File: src/rtl/spi_master.sv
// SPI master: serializes DATA_W-bit words MSB-first on mosi and captures miso, with
// CPOL/CPHA fixed at elaboration and back-to-back words under one ss assertion.
module spi_master #(
  parameter int CPOL    = 1,
  parameter int CPHA    = 1,
  parameter int DATA_W  = 8,
  parameter int CLK_DIV = 4
) (
  input  logic              clk,
  input  logic              rst,
  input  logic              tx_valid,
  output logic              tx_ready,
  input  logic [DATA_W-1:0] tx_data,
  output logic              rx_valid,
  output logic [DATA_W-1:0] rx_data,
  output logic              busy,
  output logic              scl,
  output logic              ss,
  output logic              mosi,
  input  logic              miso
);

  localparam logic IDLE_SCL = 1'(CPOL);
  localparam logic PHA      = 1'(CPHA);
  localparam int   CW       = $clog2(CLK_DIV);
  localparam int   EW       = $clog2(2 * DATA_W + 1);

  localparam logic [CW-1:0] CNT_LAST     = CW'(CLK_DIV - 1);
  localparam logic [CW-1:0] CNT_RDY      = CW'(CLK_DIV - 2);
  // edge_r value just before the closing (2*DATA_W-th) edge is generated
  localparam logic [EW-1:0] EDGE_FINAL   = EW'(2 * DATA_W - 1);
  localparam logic [EW-1:0] SAMPLE_FINAL = PHA ? EW'(2 * DATA_W) : EW'(2 * DATA_W - 1);

  typedef enum logic [2:0] {
    IDLE  = 3'd0,
    SETUP = 3'd1,
    SHIFT = 3'd2,
    HOLD  = 3'd3,
    GAP   = 3'd4
  } state_t;

  state_t            state_r;
  logic [CW-1:0]     cnt_r;
  logic [EW-1:0]     edge_r;
  logic [DATA_W-1:0] tx_shift_r;
  logic [DATA_W-1:0] rx_shift_r;
  logic              sample_r;
  logic              last_sample_r;

  logic [EW-1:0]     edge_next_s;
  logic              leading_s;
  logic              sample_edge_s;
  logic              drive_edge_s;
  logic              half_end_s;
  logic              accept_s;
  logic [DATA_W-1:0] load_shift_s;

  function automatic logic [DATA_W-1:0] shift_in(input logic [DATA_W-1:0] v, input logic b);
    shift_in = (v << 1) | DATA_W'(b);
  endfunction

  // Decode what the next scl edge means for sampling and driving
  always_comb begin
    edge_next_s   = edge_r + EW'(1);
    leading_s     = ~edge_r[0];
    sample_edge_s = (leading_s != PHA);
    half_end_s    = (cnt_r == CNT_LAST);
    accept_s      = tx_valid && tx_ready;
    if (PHA) begin
      drive_edge_s = leading_s;
      load_shift_s = tx_data;
    end else begin
      // CPHA=0 already drove the MSB at accept; the closing trailing edge has no next bit
      drive_edge_s = ~leading_s && (edge_r != EDGE_FINAL);
      load_shift_s = tx_data << 1;
    end
  end

  // Word FSM, half-period timing, serial shifting and all registered outputs
  always_ff @(posedge clk or posedge rst) begin
    if (rst) begin
      state_r       <= IDLE;
      cnt_r         <= '0;
      edge_r        <= '0;
      tx_shift_r    <= '0;
      rx_shift_r    <= '0;
      sample_r      <= 1'b0;
      last_sample_r <= 1'b0;
      tx_ready      <= 1'b1;
      rx_valid      <= 1'b0;
      rx_data       <= '0;
      busy          <= 1'b0;
      scl           <= IDLE_SCL;
      ss            <= 1'b1;
      mosi          <= 1'b0;
    end else begin
      rx_valid <= 1'b0;
      sample_r <= 1'b0;

      // miso is captured in the cycle the sampling edge is visible on scl
      if (sample_r) begin
        rx_shift_r <= shift_in(rx_shift_r, miso);
        if (last_sample_r) begin
          rx_data  <= shift_in(rx_shift_r, miso);
          rx_valid <= 1'b1;
        end
      end

      if (state_r != IDLE) begin
        cnt_r <= half_end_s ? '0 : cnt_r + CW'(1);
      end

      if ((state_r == SETUP || state_r == SHIFT) && half_end_s) begin
        scl    <= ~scl;
        edge_r <= edge_next_s;
        if (sample_edge_s) begin
          sample_r      <= 1'b1;
          last_sample_r <= (edge_next_s == SAMPLE_FINAL);
        end
        if (drive_edge_s) begin
          mosi       <= tx_shift_r[DATA_W-1];
          tx_shift_r <= tx_shift_r << 1;
        end
      end

      if (accept_s) begin
        tx_shift_r <= load_shift_s;
        edge_r     <= '0;
        cnt_r      <= '0;
        state_r    <= SETUP;
        ss         <= 1'b0;
        busy       <= 1'b1;
        tx_ready   <= 1'b0;
        if (!PHA) begin
          mosi <= tx_data[DATA_W-1];
        end
      end else begin
        case (state_r)
          IDLE: begin
            cnt_r <= '0;
          end
          SETUP: begin
            if (half_end_s) begin
              state_r <= SHIFT;
            end
          end
          SHIFT: begin
            if (half_end_s && edge_r == EDGE_FINAL) begin
              state_r <= HOLD;
            end
          end
          HOLD: begin
            if (cnt_r == CNT_RDY) begin
              tx_ready <= 1'b1;
            end
            if (half_end_s) begin
              tx_ready <= 1'b0;
              ss       <= 1'b1;
              state_r  <= GAP;
            end
          end
          GAP: begin
            if (half_end_s) begin
              state_r  <= IDLE;
              busy     <= 1'b0;
              tx_ready <= 1'b1;
            end
          end
          default: begin
            state_r  <= IDLE;
            busy     <= 1'b0;
            ss       <= 1'b1;
            scl      <= IDLE_SCL;
            tx_ready <= 1'b1;
          end
        endcase
      end
    end
  end

endmodule

File: config.mk
export PLATFORM = sky130hd
export DESIGN_NAME = spi_master
export DESIGN_NICKNAME = d
export VERILOG_FILES = /design/src/rtl/spi_master.sv
export SDC_FILE = /design/constraint.sdc
export NUM_CORES = 1
export LEC_CHECK = 0
export ABC_AREA = 1
export BUFFER_PORTS_ARGS = -buffer_cell sky130_fd_sc_hd__buf_2
export CAP_MARGIN = 10
export CORE_MARGIN = 2
export CORE_UTILIZATION = 45
export CTS_CLUSTER_SIZE = 25
export DETAILED_ROUTE_END_ITERATION = 16
export GPL_TIMING_DRIVEN = 0
export REMOVE_ABC_BUFFERS = 1
export SETUP_SLACK_MARGIN = 0.3
export SLEW_MARGIN = 20
export SYNTH_ARGS = -nofsm -noshare
export SYNTH_HDL_FRONTEND = slang
export SYNTH_SLANG_ARGS = --single-unit
export TNS_END_PERCENT = 100
File: constraint.sdc
create_clock -name clk -period 2 [get_ports clk]
set_input_delay 0.2 -clock clk [delete_from_list [all_inputs] [get_ports clk]]
set_output_delay 0.2 -clock clk [all_outputs]
set_load 0.005 [all_outputs]
==> impl_metrics.toml, run 1 <==
[timing]
hold_viol = 0
drv_slew = 0
rsz0062_at_grt = "no"
finalSetupTns_ps = 0
period_minus_slack_ps = 1520
slew_headroom_pct = 68.5
fin_crit_sh_pct = 75.8
timing.clock.skew_ps = 4.08
worst_slew_pin_slew_ps = 471
max_freq_ghz = 0.660
setup_viol = 0

[layout]
area_growth_pct = 15.9
fin_nets = 270
ff_latch_area_sq_um = 1030
stdcell_count = 305
diodes = 0
multi_input_comb_area_sq_um = 766
fillers = 381
drive_gt1_share_pct = 20.8

[setup_path]
worstPathArrival_ps = 1740
worstSetupEndpointType = "flop"
crit_type = "flop to flop"
crit_required_ps = 2230
regToRegSetupSlack_ps = 480
path_max_fanout = 4
startpoint_type = "flop"

[die]
coreArea_sq_um = 4060
io_pins = 26
dieWidth_um = 69.4
die_area_sq_um = 4820
dieHeight_um = 69.4
num_rows = 23
initial_core_util_pct = 47.5

[routing]
routed_wl_um = 3340
ant_nets = 0
dr.pass1.iters = 4
num_vias = 1475
wl_per_cell_um = 10.9
viasPerCell = 4.84
first_iter_violations = 44
remaining_drc_errors = 0

[place]
gp_congestion = 0.787
place_hpwl_um = 2430
port_buffers = 25
placed_cells = 296

[pwr]
p_per_area_nw_per_um2 = 1190
peakVddDrop_mv = 0.745
p_leak_uw = 0.00114

[synthesis]
ys_ff_latch = 41
synth_area_leaders = "dfrtp_1 (49%), nand2_1 (13%), inv_1 (4.5%), nand3_1 (4.2%), dfstp_2 (4.1%)"
yosysTopAreaCellShare_pct = 49.4
avgSynthCellArea_sq_um = 8.45
synth_top_cell_by_area = "dfrtp_1"
synth_cell_types = 26
netlist_instances = 228
synth_area_sq_um = 1930
ys_seq_area_share_pct = 53.5
yosysWarnings = 0

[hold_path]
hp-class = "input pin to flop"

[clocking]
cts_root_buf = "clkbuf_8"
cts_tree = "done"
cts_max_path_buffers = 2
h-tree-depth = 2
cts_made_buffers = 5
cts.sinks = 41
post_cts.repair.setup_buffers = 0
insertion_delay_ps = 280
clkTransAtPathRegs_ps = 80

[job]
maxCapViolations = 0

[status]
status = "finished, final reports clean"

[grt]
grt_max_degree = 28
antenna_found_initial = 0
grt_pass1_wl_um = 6020
overflow = 0
grtUsageTotal_pct = 15.5
grt_pass1_vias = 1384
[placed cells by master (no fill, tap or decap)]
master	Yosys	layout
a21oi_1	5	5
o21ai_0	11	11
nand3_2	1	1
clkbuf_1	3	1
inv_2	4	5
ha_1	4	4
nand2_1	69	67
bufinv_16	0	1
dfstp_2	3	3
a31oi_1	1	1
buf_12	0	1
nor2_4	1	1
nand3b_1	1	1
dlygate4sd3_1	0	1
o21ai_2	3	3
nand3_1	16	16
o21ai_1	12	12
dfrtp_1	38	38
buf_2	4	25
nor3_1	3	3
xor2_1	2	2
clkbuf_8	0	6
nand3_4	1	1
o22ai_1	2	2
nand2_2	2	3
nand2_4	2	3
inv_1	23	22
nor2_1	13	13
nand4_1	3	3
[worst paths after layout]
check / from / end / depth (start not counted)
max: edge_r[0]$_DFFE_PP0P_ / state_r[1]$_DFFE_PP0P_ / 11
min: tx_data[0] / tx_shift_r[0]$_DFFE_PP0P_ / 3
max reg2reg: edge_r[0]$_DFFE_PP0P_ / state_r[1]$_DFFE_PP0P_ / 11
min reg2reg: cnt_r[0]$_DFFE_PP0P_ / cnt_r[0]$_DFFE_PP0P_ / 1
max in group asynchronous: rst / edge_r[4]$_DFFE_PP0P_ / 4
min in group asynchronous: rst / tx_shift_r[5]$_DFFE_PP0P_ / 3
[critical path, cell delays in order, from the launching register on]
cell     delay [ps]
dfrtp_1         420
ha_1            220
nand2_1         110
nor2_1           50
ha_1            190
nand2_1          70
nand3_1          90
nand2_1          70
nand2_1          60
nand3_1          80
nand2_1          50
nand2_1          60
[report_power, final]
part	switching (uW)	total [uW]	internal (uW)
Combinational	504	807	303
Sequential	144	1160	1020
Clock	269	676	407
[sequential cells by signal (all words and copies together), names as in the netlist, 2 cells and up]
name	count
cnt_r	2
edge_r	5
rx_data	8
rx_shift_r	7
state_r	3
tx_shift_r	8
[per-layer routing]
layer | vias up | share of wire, % | GRT usage (%)
met3 | 2 | 3.4 | 5.23
met1 | 675 | 49 | 19.2
met5 | - | 0 | 0
met2 | 20 | 47 | 25.7
met4 | 0 | 0.78 | 4.58
li1 | 778 | - | -
[logic make-up after synthesis]
family                   after synthesis  synth area share (%)
AO/OA/AOI/OAI                         34                  9.62
XOR/XNOR                               2                 0.910
adder cells (fa/ha/maj)                4                  2.60
buffers and inverters                 35                  7.28
flip-flops                            41                  53.5
AND/OR/NAND/NOR                      112                  26.1
[through the flow]
step | hold slack, ps | setup slack, ps | cell area (sq um) | total power [uW] | utilization, %
5_1_grt | 117 | 314 | 2230 | 2860 | 55.0
3_3_place_gp | 411 | 58.2 | 2070 | 1960 | 51.1
6_report | 116 | 484 | 2230 | 2640 | 55.0
2_1_floorplan | 310 | 404 | 1890 | 1770 | -
3_5_place_dp | 185 | 64.8 | 2090 | 1980 | 51.6
4_1_cts | 103 | 344 | 2220 | 2670 | 54.8
[timing repair]
| action | CTS | global route |
|---|---|---|
| endpoints found under the hold margin | 11 | 0 |
| gates resized for setup | 1 | 2 |
| endpoints found under the setup margin | 15 | 1 |
| hold buffers | 1 | 0 |
[area by class of cell]
cell class,count,share of cell area (%)
sequential,41,46.2
multi-input combinational,152,34.3
timing repair buffer,27,6.95
inverter,27,4.54
clock buffer,7,3.87
tap,50,2.80
clock inverter,1,1.35
[synthesized netlist by cell type (all sizes together)]
master	n
nand3	18
buf	5
o22ai	2
inv	27
nor3	3
a21oi	5
nor2	14
dfrtp	38
nand4	3
a31oi	1
nand2	73
o21ai	26
ha	4
dfstp	3
clkbuf	3
nand3b	1
xor2	2
(Power assumes the default switching activity.)
==> inputs of run 2 (changes only) <==
--- a/config.mk
+++ b/config.mk
@@ -13,6 +13,7 @@
 export CTS_CLUSTER_SIZE = 25
 export DETAILED_ROUTE_END_ITERATION = 16
 export GPL_TIMING_DRIVEN = 0
+export PLACE_DENSITY = 0.67
 export REMOVE_ABC_BUFFERS = 1
 export SETUP_SLACK_MARGIN = 0.3
 export SLEW_MARGIN = 20
==> constraint.sdc (replaced) <==
create_clock -name clk -period 1.37 [get_ports clk]
set_input_delay 0.137 -clock clk [delete_from_list [all_inputs] [get_ports clk]]
set_output_delay 0.137 -clock clk [all_outputs]
set_load 0.005 [all_outputs]
==> run 2 against run 1 <==
The run now ends with negative setup slack left. Worst hold slack worse by 54 ps. Fmax hardly changed. Clock power is 40% higher. Critical path type unchanged. Largest cell class is now multi-input combinational cells. Highest routed layer unchanged.
==> impl_metrics.toml, run 2 (synthesized netlist as in run 1, its figures left out) <==
[timing]
max_freq_ghz = 0.659
setup_viol = 3
fin_crit_sh_pct = 111
fin_ws_ps = -147
slew_headroom_pct = 78.2
drv_slew = 0
worst_slew_pin_slew_ps = 324
period_minus_slack_ps = 1520
hold_viol = 0
rsz0062_at_grt = "yes"
finalSetupTns_ps = -227
timing.clock.skew_ps = 5.10

[die]
io_pins = 26
dieWidth_um = 69.4
num_rows = 23
dieHeight_um = 69.4
initial_core_util_pct = 47.5
coreArea_sq_um = 4060
die_area_sq_um = 4820

[layout]
fillers = 280
top_regs = "rx_data: 8 flops, tx_shift_r: 8 flops, rx_shift_r: 7 flops"
ff_latch_area_sq_um = 1030
layout_common_cells = "nand2_1 (52), dfrtp_1 (34), buf_2 (24)"
fin_nets = 310
multi_input_comb_area_sq_um = 1120
stdcell_count = 344
layout_commonest_cell = "nand2_1"
drive_gt1_share_pct = 47.6
fin_util_pct = 73.1
diodes = 0
area_growth_pct = 54.1

[setup_path]
crit_slowest_cell = "dfrtp_1"
worstSetupStartpoint = "edge_r[1]$_DFFE_PP0P_"
crit_chain = "ha_2 > nand2_2 > nor2_4 > ha_4 > nand2_1 > nand3_1 > nand2_1 > nand2_1 > nand3_1 > nand2_1 > nand2_1"
reg2reg_depth = 11
slowest_delay_ps = 370
cp_common_cell = "nand2_1"
regToRegSetupSlack_ps = -150
worstReg2RegEnd = "state_r[1]$_DFFE_PP0P_"
r2r_start = "edge_r[1]$_DFFE_PP0P_"
startpoint_type = "flop"
crit_required_ps = 1560
worstSetupEndpointType = "flop"
crit_type = "flop to flop"
worstPathArrival_ps = 1710
path_max_fanout = 2
endpoint = "state_r[1]$_DFFE_PP0P_"

[hold_path]
min_from = "tx_data[0]"
hp-class = "input pin to flop"

[grt]
grt_pass1_vias = 1743
overflow = 0
grt_max_degree = 32
grt_pass1_wl_um = 8070
antenna_found_initial = 0
grtUsageTotal_pct = 21.2

[place]
pre_cts_ws_ps = -540
port_buffers = 25
gp_congestion = 0.786
place_hpwl_um = 2400
placed_cells = 296

[routing]
viasPerCell = 5.38
num_vias = 1850
ant_nets = 0
remaining_drc_errors = 0
wl_per_cell_um = 15.8
routed_wl_um = 5420
dr.pass1.iters = 4
first_iter_violations = 112

[pwr]
p_leak_uw = 0.00140
peakVddDrop_mv = 1.11
p_per_area_nw_per_um2 = 1830

[clocking]
clkTransAtPathRegs_ps = 80
cts_max_path_buffers = 2
cts.sinks = 41
cts_root_buf = "clkbuf_8"
cts_made_buffers = 5
insertion_delay_ps = 300
cts_tree = "done"
h-tree-depth = 2

[status]
violations = "negative setup slack"
status = "complete, but fails checks"

[job]
maxCapViolations = 0
-- run 2: changes by cell type in the layout (fill, tap and decap cells not counted), sizes merged --
cell / delta
nand2: +2
inv: -1
clkinv: +2
clkbuf: -2
nand3: +1
buf: +37
-- run 2: per-stage QoR --
step                      hold WS [ps]  cell area [sq um]  power (uW)
after floorplan                    247               1890        2580
after detailed placement          86.4               2090        2890
after CTS                         46.2               2690        4720
after global routing              73.1               2970        5700
final                             62.1               2970        5420
after global placement             345               2070        2860
-- run 2: what timing repair did --
| action | 4_1_cts | 5_1_grt |
|---|---|---|
| hold endpoints to repair | 10 | 0 |
| gates cloned | 3 | 0 |
| gates resized for setup | 61 | 43 |
| setup buffers | 26 | 11 |
| hold buffers | 1 | 0 |
| pin swaps | 20 | 21 |
| setup endpoints to repair | 36 | 29 |
-- run 2: worst min-delay path by stage --
stage,end,cells after the start
finish,tx_shift_r[0]$_DFFE_PP0P_,3
global route,tx_shift_r[0]$_DFFE_PP0P_,3
CTS,tx_shift_r[0]$_DFFE_PP0P_,3
detailed placement,rx_data[5]$_DFFE_PP0P_,2
global placement,tx_shift_r[0]$_DFFE_PP0P_,3
floorplan,rx_data[0]$_DFFE_PP0P_,2
-- run 2: final cells by class --
type                    count  share of cell area [%]
clock buffers               5                    2.32
inverters                  27                    4.09
well taps                  50                    2.11
clock inverters             2                    1.18
repair buffers             64                    17.8
multi-input cells         155                    37.6
flip-flops and latches     41                    34.9
-- run 2: critical path, delay by kind of cell (launching register included) --
kind | cells | cell delay [ps]
flip-flops | 1 | 370
adder cells (fa/ha/maj) | 2 | 340
AND/OR/NAND/NOR | 9 | 700
-- run 2: power by group --
part / switching (uW) / leakage, uW / internal [uW]
Clock: 416 / 0.0000540 / 530
Sequential: 211 / 0.000526 / 1490
Combinational: 1470 / 0.000818 / 1300
-- run 2: routing by layer --
metal,share of wire [%],GRT usage (%)
met5,0,0
met2,54,39.1
met1,38,24.0
met3,5.2,5.38
met4,3.0,5.88
